===== src/rtl/mult_div_unit.sv =====
// +--------------------------------------------------------------------------+
// | mult_div_unit : iterative 32x32 multiply/divide with HI/LO result regs.  |
// | Division support is built only with `define MULTDIV_DIV_EN. Rev 1.0      |
// +--------------------------------------------------------------------------+
`default_nettype none

module mult_div_unit (
  input  logic        Clk,
  input  logic        reset,
  input  logic        start,
  input  logic [1:0]  op,
  input  logic [31:0] A,
  input  logic [31:0] B,
  input  logic        wr_hi,
  input  logic        wr_lo,
  input  logic [31:0] wdata,
  output logic        busy,
  output logic        done,
  output logic        div_zero,
  output logic [31:0] HI,
  output logic [31:0] LO
);

  typedef enum logic [1:0] {S_IDLE, S_PREP, S_RUN, S_FIX} state_t;

  state_t      state_q, state_d;
  logic [31:0] a_q, a_d, b_q, b_d;
  logic [63:0] acc_q, acc_d;
  logic [5:0]  cnt_q, cnt_d;
  logic [31:0] hi_q, hi_d, lo_q, lo_d;
  logic        signed_q, signed_d;
  logic        neg_q, neg_d;
  logic        done_q, done_d;
  logic        accept;

  logic [31:0] mag_a, mag_b;
  logic [32:0] mul_sum;
  logic [63:0] mul_next;
  logic [63:0] acc_neg;

  assign mag_a    = (signed_q && a_q[31]) ? (32'd0 - a_q) : a_q;
  assign mag_b    = (signed_q && b_q[31]) ? (32'd0 - b_q) : b_q;
  assign mul_sum  = {1'b0, acc_q[63:32]} + {1'b0, b_q};
  assign mul_next = acc_q[0] ? {mul_sum, acc_q[31:1]} : {1'b0, acc_q[63:1]};
  assign acc_neg  = 64'd0 - acc_q;

`ifdef MULTDIV_DIV_EN
  logic        is_div_q, is_div_d;
  logic        rneg_q, rneg_d;
  logic        dz_q, dz_d;
  logic [32:0] div_sh, div_diff;
  logic [63:0] div_next;

  // Restoring step: a borrow out of the 33-bit subtract means the trial failed.
  assign div_sh   = {acc_q[63:32], acc_q[31]};
  assign div_diff = div_sh - {1'b0, b_q};
  assign div_next = div_diff[32] ? {div_sh[31:0], acc_q[30:0], 1'b0}
                                 : {div_diff[31:0], acc_q[30:0], 1'b1};
  assign accept   = start;
  assign div_zero = dz_q;
`else
  assign accept   = start && !op[1];
  assign div_zero = 1'b0;
`endif

  always_comb begin
    state_d  = state_q;
    a_d      = a_q;
    b_d      = b_q;
    acc_d    = acc_q;
    cnt_d    = cnt_q;
    hi_d     = hi_q;
    lo_d     = lo_q;
    signed_d = signed_q;
    neg_d    = neg_q;
    done_d   = 1'b0;
`ifdef MULTDIV_DIV_EN
    is_div_d = is_div_q;
    rneg_d   = rneg_q;
    dz_d     = dz_q;
`endif
    case (state_q)
      S_IDLE: begin
        if (wr_hi) hi_d = wdata;
        if (wr_lo) lo_d = wdata;
        if (accept) begin
          a_d      = A;
          b_d      = B;
          signed_d = ~op[0];
          state_d  = S_PREP;
`ifdef MULTDIV_DIV_EN
          is_div_d = op[1];
          dz_d     = 1'b0;
`endif
        end
      end
      S_PREP: begin
        acc_d   = {32'd0, mag_a};
        b_d     = mag_b;
        neg_d   = signed_q && (a_q[31] ^ b_q[31]);
        cnt_d   = 6'd0;
        state_d = S_RUN;
`ifdef MULTDIV_DIV_EN
        rneg_d  = signed_q && a_q[31];
        if (is_div_q && (b_q == 32'd0)) begin
          dz_d    = 1'b1;
          done_d  = 1'b1;
          state_d = S_IDLE;
        end
`endif
      end
      S_RUN: begin
`ifdef MULTDIV_DIV_EN
        acc_d = is_div_q ? div_next : mul_next;
`else
        acc_d = mul_next;
`endif
        cnt_d = cnt_q + 6'd1;
        if (cnt_q == 6'd31) state_d = S_FIX;
      end
      S_FIX: begin
        {hi_d, lo_d} = neg_q ? acc_neg : acc_q;
`ifdef MULTDIV_DIV_EN
        // Quotient and remainder carry independent signs.
        if (is_div_q) begin
          lo_d = neg_q  ? (32'd0 - acc_q[31:0])  : acc_q[31:0];
          hi_d = rneg_q ? (32'd0 - acc_q[63:32]) : acc_q[63:32];
        end
`endif
        done_d  = 1'b1;
        state_d = S_IDLE;
      end
      default: state_d = S_IDLE;
    endcase
  end

  always_ff @(posedge Clk) begin
    if (!reset) begin
      state_q  <= S_IDLE;
      a_q      <= 32'd0;
      b_q      <= 32'd0;
      acc_q    <= 64'd0;
      cnt_q    <= 6'd0;
      hi_q     <= 32'd0;
      lo_q     <= 32'd0;
      signed_q <= 1'b0;
      neg_q    <= 1'b0;
      done_q   <= 1'b0;
`ifdef MULTDIV_DIV_EN
      is_div_q <= 1'b0;
      rneg_q   <= 1'b0;
      dz_q     <= 1'b0;
`endif
    end else begin
      state_q  <= state_d;
      a_q      <= a_d;
      b_q      <= b_d;
      acc_q    <= acc_d;
      cnt_q    <= cnt_d;
      hi_q     <= hi_d;
      lo_q     <= lo_d;
      signed_q <= signed_d;
      neg_q    <= neg_d;
      done_q   <= done_d;
`ifdef MULTDIV_DIV_EN
      is_div_q <= is_div_d;
      rneg_q   <= rneg_d;
      dz_q     <= dz_d;
`endif
    end
  end

  assign busy = (state_q != S_IDLE);
  assign done = done_q;
  assign HI   = hi_q;
  assign LO   = lo_q;

endmodule

`default_nettype wire


===== config.mk =====
export PLATFORM = sky130hd
export DESIGN_NAME = mult_div_unit
export DESIGN_NICKNAME = d
export VERILOG_FILES = /design/src/rtl/mult_div_unit.sv
export SDC_FILE = /design/constraint.sdc
export NUM_CORES = 1
export LEC_CHECK = 0
export CORE_MARGIN = 2
export CORE_UTILIZATION = 25
export CTS_BUF_LIST = sky130_fd_sc_hd__clkbuf_8
export CTS_CLUSTER_SIZE = 24
export DETAILED_ROUTE_END_ITERATION = 7
export SLEW_MARGIN = 40
export SYNTH_ARGS = -nofsm -noshare
export SYNTH_HDL_FRONTEND = slang
export SYNTH_SLANG_ARGS = --single-unit

===== constraint.sdc =====
create_clock -name Clk -period 5.9 [get_ports Clk]
set_input_delay 1.18 -clock Clk [delete_from_list [all_inputs] [get_ports Clk]]
set_output_delay 1.18 -clock Clk [all_outputs]
set_load 0.01 [all_outputs]

==> tab_implementation.tex, run 1 <==
\begin{tabular}{lr}
\hline
Metric & Value \\
\hline
\multicolumn{2}{l}{\textbf{Layout}} \\
Post-route standard cell area excluding fillers & 15700 sq um \\
Filler instances & 5361 \\
Sequential cell area & 4070 sq um \\
Share of layout cells above drive strength 1 & 6.42\% \\
Finished Core Util & 31.4\% \\
Area taken by multi-input logic gates & 8090 sq um \\
Leading cell types in the layout, fill and taps excluded & nand2\_1, dfxtp\_1, clkdlybuf4s50\_1 \\
Commonest non-fill, non-tap cell in the layout & nand2\_1 \\
Growth of design area from synthesis to finish & 24.2\% \\
Layout Nets & 1902 \\
\multicolumn{2}{l}{\textbf{Logic synthesis}} \\
Mux contribution to synthesized area & 2.56\% \\
Ys Warns & 0 \\
Post-synthesis sequential area ratio & 32.1\% \\
Compound-cell area share of the yosys netlist & 27.1\% \\
Count of distinct cell types in the synthesized netlist & 75 \\
EDFF count, synth & 0 \\
Post-synthesis cell count & 1643 \\
Post-Syn Area & 12700 sq um \\
XOR/XNOR share of the synthesized area & 8.22\% \\
Simple-gate area share of the yosys netlist & 21.4\% \\
Synth Net Count & 1787 \\
Share of flip-flops with an asynchronous set or reset after synthesis & 0\% \\
Combinational family with the most area after synthesis & compound AO/OA/AOI/OAI gates \\
Average footprint of a synthesized cell & 7.72 sq um \\
Adder and majority gate portion of the synthesized area & 4.11\% \\
Most instantiated flip-flop cell in the synthesis netlist & dfxtp\_1 \\
Flip-flop and latch count after synthesis & 203 \\
\multicolumn{2}{l}{\textbf{Clock network}} \\
Count of hold buffers inserted by post-cts repair & 0 \\
Clock Tree Root & clkbuf\_8 \\
CTS sink count & 203 \\
Reg clk slew, reported paths & 0.05 ns \\
Count of H-tree levels built during CTS & 2 \\
Number of setup buffers added after CTS & 0 \\
Buffer depth of the longest clock path & 3 \\
Number of buffers added by the clock tree synthesis step & 39 \\
Worst skew pair latency & 0.56 ns \\
TritonCTS clock tree & yes \\
\# resized after CTS & 0 \\
\multicolumn{2}{l}{\textbf{Worst setup path}} \\
Endpoint required time on the critical path & 4.72 ns \\
Series of cell instances along the critical path & inv\_1, ha\_1, inv\_1, clkdlybuf4s50\_1 \\
Worst flop-to-flop path startpoint & b\_q[0]\$\_SDFFE\_PN0P\_ \\
Endpoint of the worst register-to-register path & acc\_q[61]\$\_SDFFE\_PN0P\_ \\
Worst-case register-to-register setup slack & 2.33 ns \\
Category of the critical setup timing path & reg -> out \\
Cell with the most instances on the worst path & inv\_1 \\
Slowest cell on the critical path & clkdlybuf4s50\_1 \\
Highest fanout seen on the critical path & 8 \\
Buffer and inverter count on the worst path & 3 \\
Delay of the slowest cell on the worst path & 0.58 ns \\
Worst reg2reg path depth & 13 \\
Kind of cell adding the most delay to the critical path & buffers and inverters \\
Type of destination of the critical path & primary output \\
CP startpoint kind & register \\
Crit path DAT & 2.56 ns \\
\multicolumn{2}{l}{\textbf{STA}} \\
Final Max Tran Viols & 0 \\
Min Clock Period, post-route & 3.74 ns \\
Maximum clock frequency & 0.267 GHz \\
Worst Slack Setup Final & 2.16 ns \\
Worst slew slack as a fraction of its limit & 43.8\% \\
Number of setup violations in the final report & 0 \\
Fin Hold WS & 0.457 ns \\
Actual transition at the worst max-transition pin & 0.834 ns \\
Unrepaired setup endpoints after global routing & false \\
Final total negative setup slack & 0 ns \\
Final Hold Viols & 0 \\
Period utilization & 63.4\% \\
Post-Route Skew & 0.0226 ns \\
\multicolumn{2}{l}{\textbf{Drt}} \\
Via density per instance & 5.07 \\
Count of nets left with antenna violations after detail routing & 0 \\
Routed Wire Length & 42900 microns \\
First drt pass iteration count & 6 \\
Wire per inst & 17.5 microns \\
Vias & 12400 \\
Number of violations reported at the end of detailed-routing iteration 0 & 926 \\
DRC violation count after routing & 0 \\
\multicolumn{2}{l}{\textbf{Floorplan}} \\
Placement Rows & 82 \\
Core region area & 50100 sq um \\
Die Footprint & 52500 sq um \\
Die Height & 229 microns \\
X dimension of the die & 229 microns \\
Boundary pin count & 170 \\
Initial cell density of the core & 25.3\% \\
\multicolumn{2}{l}{\textbf{Min path}} \\
Class of the tightest hold or removal check & reg -> reg \\
Worst hold endpoint & LO[24]\$\_SDFFE\_PN0P\_ \\
Hold Path Cell Cnt & 2 \\
Hold path startpoint & LO[24]\$\_SDFFE\_PN0P\_ \\
\multicolumn{2}{l}{\textbf{GRT}} \\
Remaining Overflow, GRT & 0 \\
Initial antenna violation count & 1 \\
Number of global-route vias before repair & 11800 \\
Combined global-route utilization of all metal layers & 15.8\% \\
Met3 Usage GRT & 2.89\% \\
Met2 Usage GRT & 25.5\% \\
Maximum number of pins on one net before global-route repair & 81 \\
Most utilized layer in the global route result & met2 \\
Met1 track utilization from global routing & 20.9\% \\
Wire length of the first global-routing pass & 67000 microns \\
\multicolumn{2}{l}{\textbf{Power}} \\
Leakage power summed over all cells & 5.94 nW \\
Worst IR drop on VDD & 0.146 mV \\
Power per Cell Area & 410 nW/um\^{}2 \\
\multicolumn{2}{l}{\textbf{Placement}} \\
Final estimated routing congestion in global placement & 0.883 \\
Count of input and output buffers & 168 \\
Pre-CTS setup slack & 1.99 ns \\
Detailed Place HPWL & 32500 microns \\
Cell area reported after detailed placement & 15000 sq um \\
\multicolumn{2}{l}{\textbf{Flow run}} \\
Number of maximum-capacitance violations & 0 \\
\multicolumn{2}{l}{\textbf{Status}} \\
Run status & complete, no violations \\
\hline
\end{tabular}
-- stage by stage --
| stage | instances | power (mW) |
|---|---|---|
| finish | 2450 | 6.45 |
| global route | 2450 | 6.90 |
| CTS | 2449 | 6.48 |
| detailed placement | 2389 | 5.00 |
| global placement | 2387 | 4.90 |
| floorplan | 1643 | 3.98 |
-- cell type report --
type / count / share of cell area, %
multi-input cells: 1289 / 51.4
repair buffers: 181 / 11.4
inverters: 44 / 1.05
clock buffers: 43 / 3.76
flip-flops and latches: 203 / 25.8
clock inverters: 17 / 1.18
diodes: 1 / 0.0159
well taps: 672 / 5.34
-- tightest hold or removal path: stages (launching register included) --
cell and delay [ns]:
dfxtp_1 0.31, nand3_1 0.06, nand2_1 0.04
-- layer usage --
layer / vias up / wire length [microns]
li1: 6135 / -
met1: 5847 / 19500
met3: 82 / 2320
met4: 0 / 1420
met2: 349 / 19700
met5: - / 0
-- cell families after synthesis --
family / after synthesis
XOR/XNOR: 119
AND/OR/NAND/NOR: 564
other: 1
adder cells (fa/ha/maj): 41
flip-flops: 203
AO/OA/AOI/OAI: 532
multiplexers: 32
buffers and inverters: 151
-- how the worst max path moves through the flow --
stage | slack, ns | cells past startpoint | endpoint | startpoint
6_report | 2.16 | 4 | busy | state_q[0]$_SDFFE_PN0P_
5_1_grt | 1.99 | 4 | busy | state_q[0]$_SDFFE_PN0P_
4_1_cts | 2.07 | 4 | busy | state_q[0]$_SDFFE_PN0P_
3_5_place_dp | 1.99 | 8 | b_q[18]$_SDFFE_PN0P_ | start
3_3_place_gp | 1.98 | 8 | b_q[18]$_SDFFE_PN0P_ | start
2_1_floorplan | 2.92 | 13 | acc_q[61]$_SDFFE_PN0P_ | b_q[0]$_SDFFE_PN0P_
-- registers in the layout (all words and copies together), names as in the netlist --
name	count
HI	32
LO	32
a_q	32
acc_q	64
b_q	32
cnt_q	6
done	1
neg_q	1
signed_q	1
state_q	2
-- cell usage after synthesis (40+ instances only) --
| library cell | instances | area share [%] |
|---|---|---|
| dfxtp_1 | 203 | 32 |
| nor2_1 | 117 | 3.5 |
| ha_1 | 40 | 3.9 |
| inv_1 | 43 | 1.3 |
| a21boi_0 | 43 | 2.5 |
| o21ai_0 | 113 | 4.5 |
| xnor2_1 | 52 | 3.6 |
| nand2_1 | 214 | 6.3 |
| xor2_1 | 67 | 4.6 |
| nand3_1 | 40 | 1.6 |
| a21oi_1 | 162 | 6.4 |
| a211oi_1 | 41 | 2.4 |
| clkbuf_1 | 92 | 2.7 |
-- power by group --
| group | internal (mW) | switching, mW | leakage [nW] | total [mW] |
|---|---|---|---|---|
| sequential | 1.62 | 0.343 | 1.66 | 1.96 |
| clock | 0.839 | 0.625 | 0.420 | 1.46 |
| combinational | 1.12 | 1.90 | 3.86 | 3.02 |
No activity file was read; power rests on OpenSTA's default activity.
==> inputs of run 2 (changes only) <==
clock period = 3.4 ns   (was 5.9 ns; I/O delays follow)
==> run 2 against run 1 <==
  * Final cell count increased by 1.9%
  * Sequential power up 72%
  * Combinational power up 81%
  * Clock-buffer cell count rose by 7
  * Core utilization is 0.78 points higher
  * Worst hold slack worse by 0.0070 ns
  * Critical path type unchanged
  * Largest cell class unchanged
  * Largest power group unchanged
  * Highest routed layer unchanged
==> tab_implementation.tex, run 2 (same netlist as run 1, synthesis figures left out) <==
\begin{tabular}{lr}
\hline
Metric & Value \\
\hline
\multicolumn{2}{l}{\textbf{GRT}} \\
Wire length of the first global-routing pass & 69000 microns (+2.9\%) \\
Initial antenna violation count & 1 (unchanged) \\
Combined global-route utilization of all metal layers & 16.2\% (+0.40 points) \\
Remaining Overflow, GRT & 0 (unchanged) \\
Number of global-route vias before repair & 12100 (+2.7\%) \\
Maximum number of pins on one net before global-route repair & 68 (-16\%) \\
\multicolumn{2}{l}{\textbf{STA}} \\
Final Hold Viols & 0 (unchanged) \\
Final total negative setup slack & 0 ns (unchanged) \\
Actual transition at the worst max-transition pin & 0.822 ns (-0.0120 ns) \\
Worst slew slack as a fraction of its limit & 44.6\% (+0.81 points) \\
Maximum clock frequency & 0.311 GHz \\
Number of setup violations in the final report & 0 (unchanged) \\
Unrepaired setup endpoints after global routing & false \\
Final Max Tran Viols & 0 (unchanged) \\
Post-Route Skew & 0.0588 ns (+0.0362 ns) \\
Period utilization & 94.7\% \\
Fin Hold WS & 0.450 ns (-0.00698 ns) \\
Worst Slack Setup Final & 0.182 ns (-1.98 ns) \\
Min Clock Period, post-route & 3.22 ns \\
\multicolumn{2}{l}{\textbf{Drt}} \\
Vias & 12700 (+2.2\%) \\
First drt pass iteration count & 5 (-1) \\
Wire per inst & 17.5 microns (about the same) \\
Count of nets left with antenna violations after detail routing & 0 (unchanged) \\
DRC violation count after routing & 0 (unchanged) \\
Number of violations reported at the end of detailed-routing iteration 0 & 866 (-6.5\%) \\
Via density per instance & 5.08 (+0.23\%) \\
Routed Wire Length & 43700 microns (+1.8\%) \\
\multicolumn{2}{l}{\textbf{Layout}} \\
Number of flip-flops under the largest register name & 64 (unchanged) \\
Area taken by multi-input logic gates & 8100 sq um (+0.12\%) \\
Layout Nets & 1941 (+2.1\%) \\
Commonest non-fill, non-tap cell in the layout & nand2\_1 \\
Share of layout cells above drive strength 1 & 8.83\% (+2.4 points) \\
Top register by number of flip-flops & acc\_q \\
Finished Core Util & 32.2\% (+0.78 points) \\
Post-route standard cell area excluding fillers & 16100 sq um (+2.5\%) \\
Leading cell types in the layout, fill and taps excluded & nand2\_1, dfxtp\_1, clkdlybuf4s50\_1 \\
Filler instances & 5322 (-0.73\%) \\
Sequential cell area & 4070 sq um (about the same) \\
Final cell count without fillers & 2497 (+1.9\%) \\
Growth of design area from synthesis to finish & 27.3\% \\
\multicolumn{2}{l}{\textbf{Worst setup path}} \\
CP startpoint kind & register \\
Kind of cell adding the most delay to the critical path & buffers and inverters \\
Endpoint required time on the critical path & 2.72 ns (-2.00 ns) \\
Worst-case register-to-register setup slack & 0.29 ns (-2.04 ns) \\
Slowest cell on the critical path & clkdlybuf4s50\_1 \\
Total number of cells along the worst setup path & 4 (unchanged) \\
Cell with the most instances on the worst path & inv\_1 \\
Category of the critical setup timing path & reg -> out \\
Series of cell instances along the critical path & inv\_1, ha\_1, inv\_1, clkdlybuf4s50\_1 \\
Highest fanout seen on the critical path & 8 (unchanged) \\
Crit path DAT & 2.54 ns (-0.02 ns) \\
Buffer and inverter count on the worst path & 3 (unchanged) \\
Type of destination of the critical path & primary output \\
Delay of the slowest cell on the worst path & 0.62 ns (+0.04 ns) \\
Worst reg2reg path depth & 14 (+1) \\
\multicolumn{2}{l}{\textbf{Placement}} \\
Instance count after placement with tap cells included & 2429 (+1.7\%) \\
Cell area reported after detailed placement & 15200 sq um (+1.9\%) \\
Final estimated routing congestion in global placement & 0.891 (+0.96\%) \\
Count of input and output buffers & 168 (unchanged) \\
Detailed Place HPWL & 33700 microns (+3.7\%) \\
Pre-CTS setup slack & 0.102 ns (-1.88 ns) \\
\multicolumn{2}{l}{\textbf{Clock network}} \\
\# resized after CTS & 0 (unchanged) \\
TritonCTS clock tree & yes \\
Count of hold buffers inserted by post-cts repair & 0 (unchanged) \\
Buffer depth of the longest clock path & 3 (unchanged) \\
Number of setup buffers added after CTS & 0 (unchanged) \\
Count of H-tree levels built during CTS & 2 (unchanged) \\
CTS sink count & 203 (unchanged) \\
Clock Tree Root & clkbuf\_8 \\
Worst skew pair latency & 0.59 ns (+0.03 ns) \\
Reg clk slew, reported paths & 0.06 ns (about the same) \\
Number of buffers added by the clock tree synthesis step & 38 (-2.6\%) \\
\multicolumn{2}{l}{\textbf{Power}} \\
PnR Total Power & 11.5 mW (+79\%) \\
Power per Cell Area & 715 nW/um\^{}2 (+74\%) \\
Worst IR drop on VDD & 0.375 mV (+160\%) \\
Leakage power summed over all cells & 6.19 nW (+4.3\%) \\
\multicolumn{2}{l}{\textbf{Floorplan}} \\
Placement Rows & 82 (unchanged) \\
Die Height & 229 microns (unchanged) \\
Boundary pin count & 170 (unchanged) \\
X dimension of the die & 229 microns (unchanged) \\
Core region area & 50100 sq um (unchanged) \\
Die Footprint & 52500 sq um (unchanged) \\
Initial cell density of the core & 25.3\% (unchanged) \\
\multicolumn{2}{l}{\textbf{Status}} \\
Run status & complete, no violations \\
\multicolumn{2}{l}{\textbf{Min path}} \\
Hold Path Cell Cnt & 1 (-1) \\
Class of the tightest hold or removal check & reg -> reg \\
\multicolumn{2}{l}{\textbf{Flow run}} \\
Number of maximum-capacitance violations & 0 (unchanged) \\
\hline
\end{tabular}
## run 2: cell count changes in the layout (fill, tap and decap cells not counted), moves of 2 or more
cell,previous run,this run
o21ai_1,2,4
o21ai_0,113,111
clkbuf_8,43,50
buf_4,11,52
nor2_1,115,117
inv_1,47,49
inv_8,0,2
nor2_2,3,1
## run 2: final timing paths
path / from / endpoint
worst max-delay path: state_q[0]$_SDFFE_PN0P_ / busy
worst min-delay path: HI[1]$_SDFFE_PN0P_ / HI[1]$_SDFFE_PN0P_
worst max register to register: b_q[0]$_SDFFE_PN0P_ / acc_q[57]$_SDFFE_PN0P_
worst min register to register: HI[1]$_SDFFE_PN0P_ / HI[1]$_SDFFE_PN0P_
## run 2: final cells by class
class,count,area share [%]
Sequential cell,203,25.2
Timing Repair Buffer,221,13.0
Clock buffer,50,4.26
Multi-Input combinational cell,1289,50.2
Antenna cell,1,0.0155
Clock inverter,17,1.05
Tap cell,672,5.21
Inverter,44,1.02
## run 2: worst register-to-register path, delay by kind of cell (launching register included)
kind,cells,cell delay (ns)
buffers and inverters,2,0.24
AO/OA/AOI/OAI,8,1.70
flip-flops,1,0.31
adder cells (fa/ha/maj),2,0.42
AND/OR/NAND/NOR,1,0.14
XOR/XNOR,1,0.15
## run 2: report_power, final
part | switching (mW) | internal (mW)
clock | 1.15 | 1.56
combinational | 3.39 | 2.07
sequential | 0.552 | 2.81
total | 5.09 | 6.44
## run 2: routing by layer
layer | GRT usage [%] | vias up | wire, microns | part of all wire, %
li1 | - | 6218 | - | -
met1 | 21.1 | 6030 | 19600 | 45
met2 | 27.5 | 361 | 20700 | 47
met3 | 2.56 | 71 | 2300 | 5.3
met4 | 5.09 | 0 | 1060 | 2.4
met5 | 0 | - | 0 | 0
==> inputs of run 3 (changes only) <==
TNS_END_PERCENT = 20   (was default)
==> results of run 3 <==
No change in the layout: final DEF, timing and power equal those of run 2.
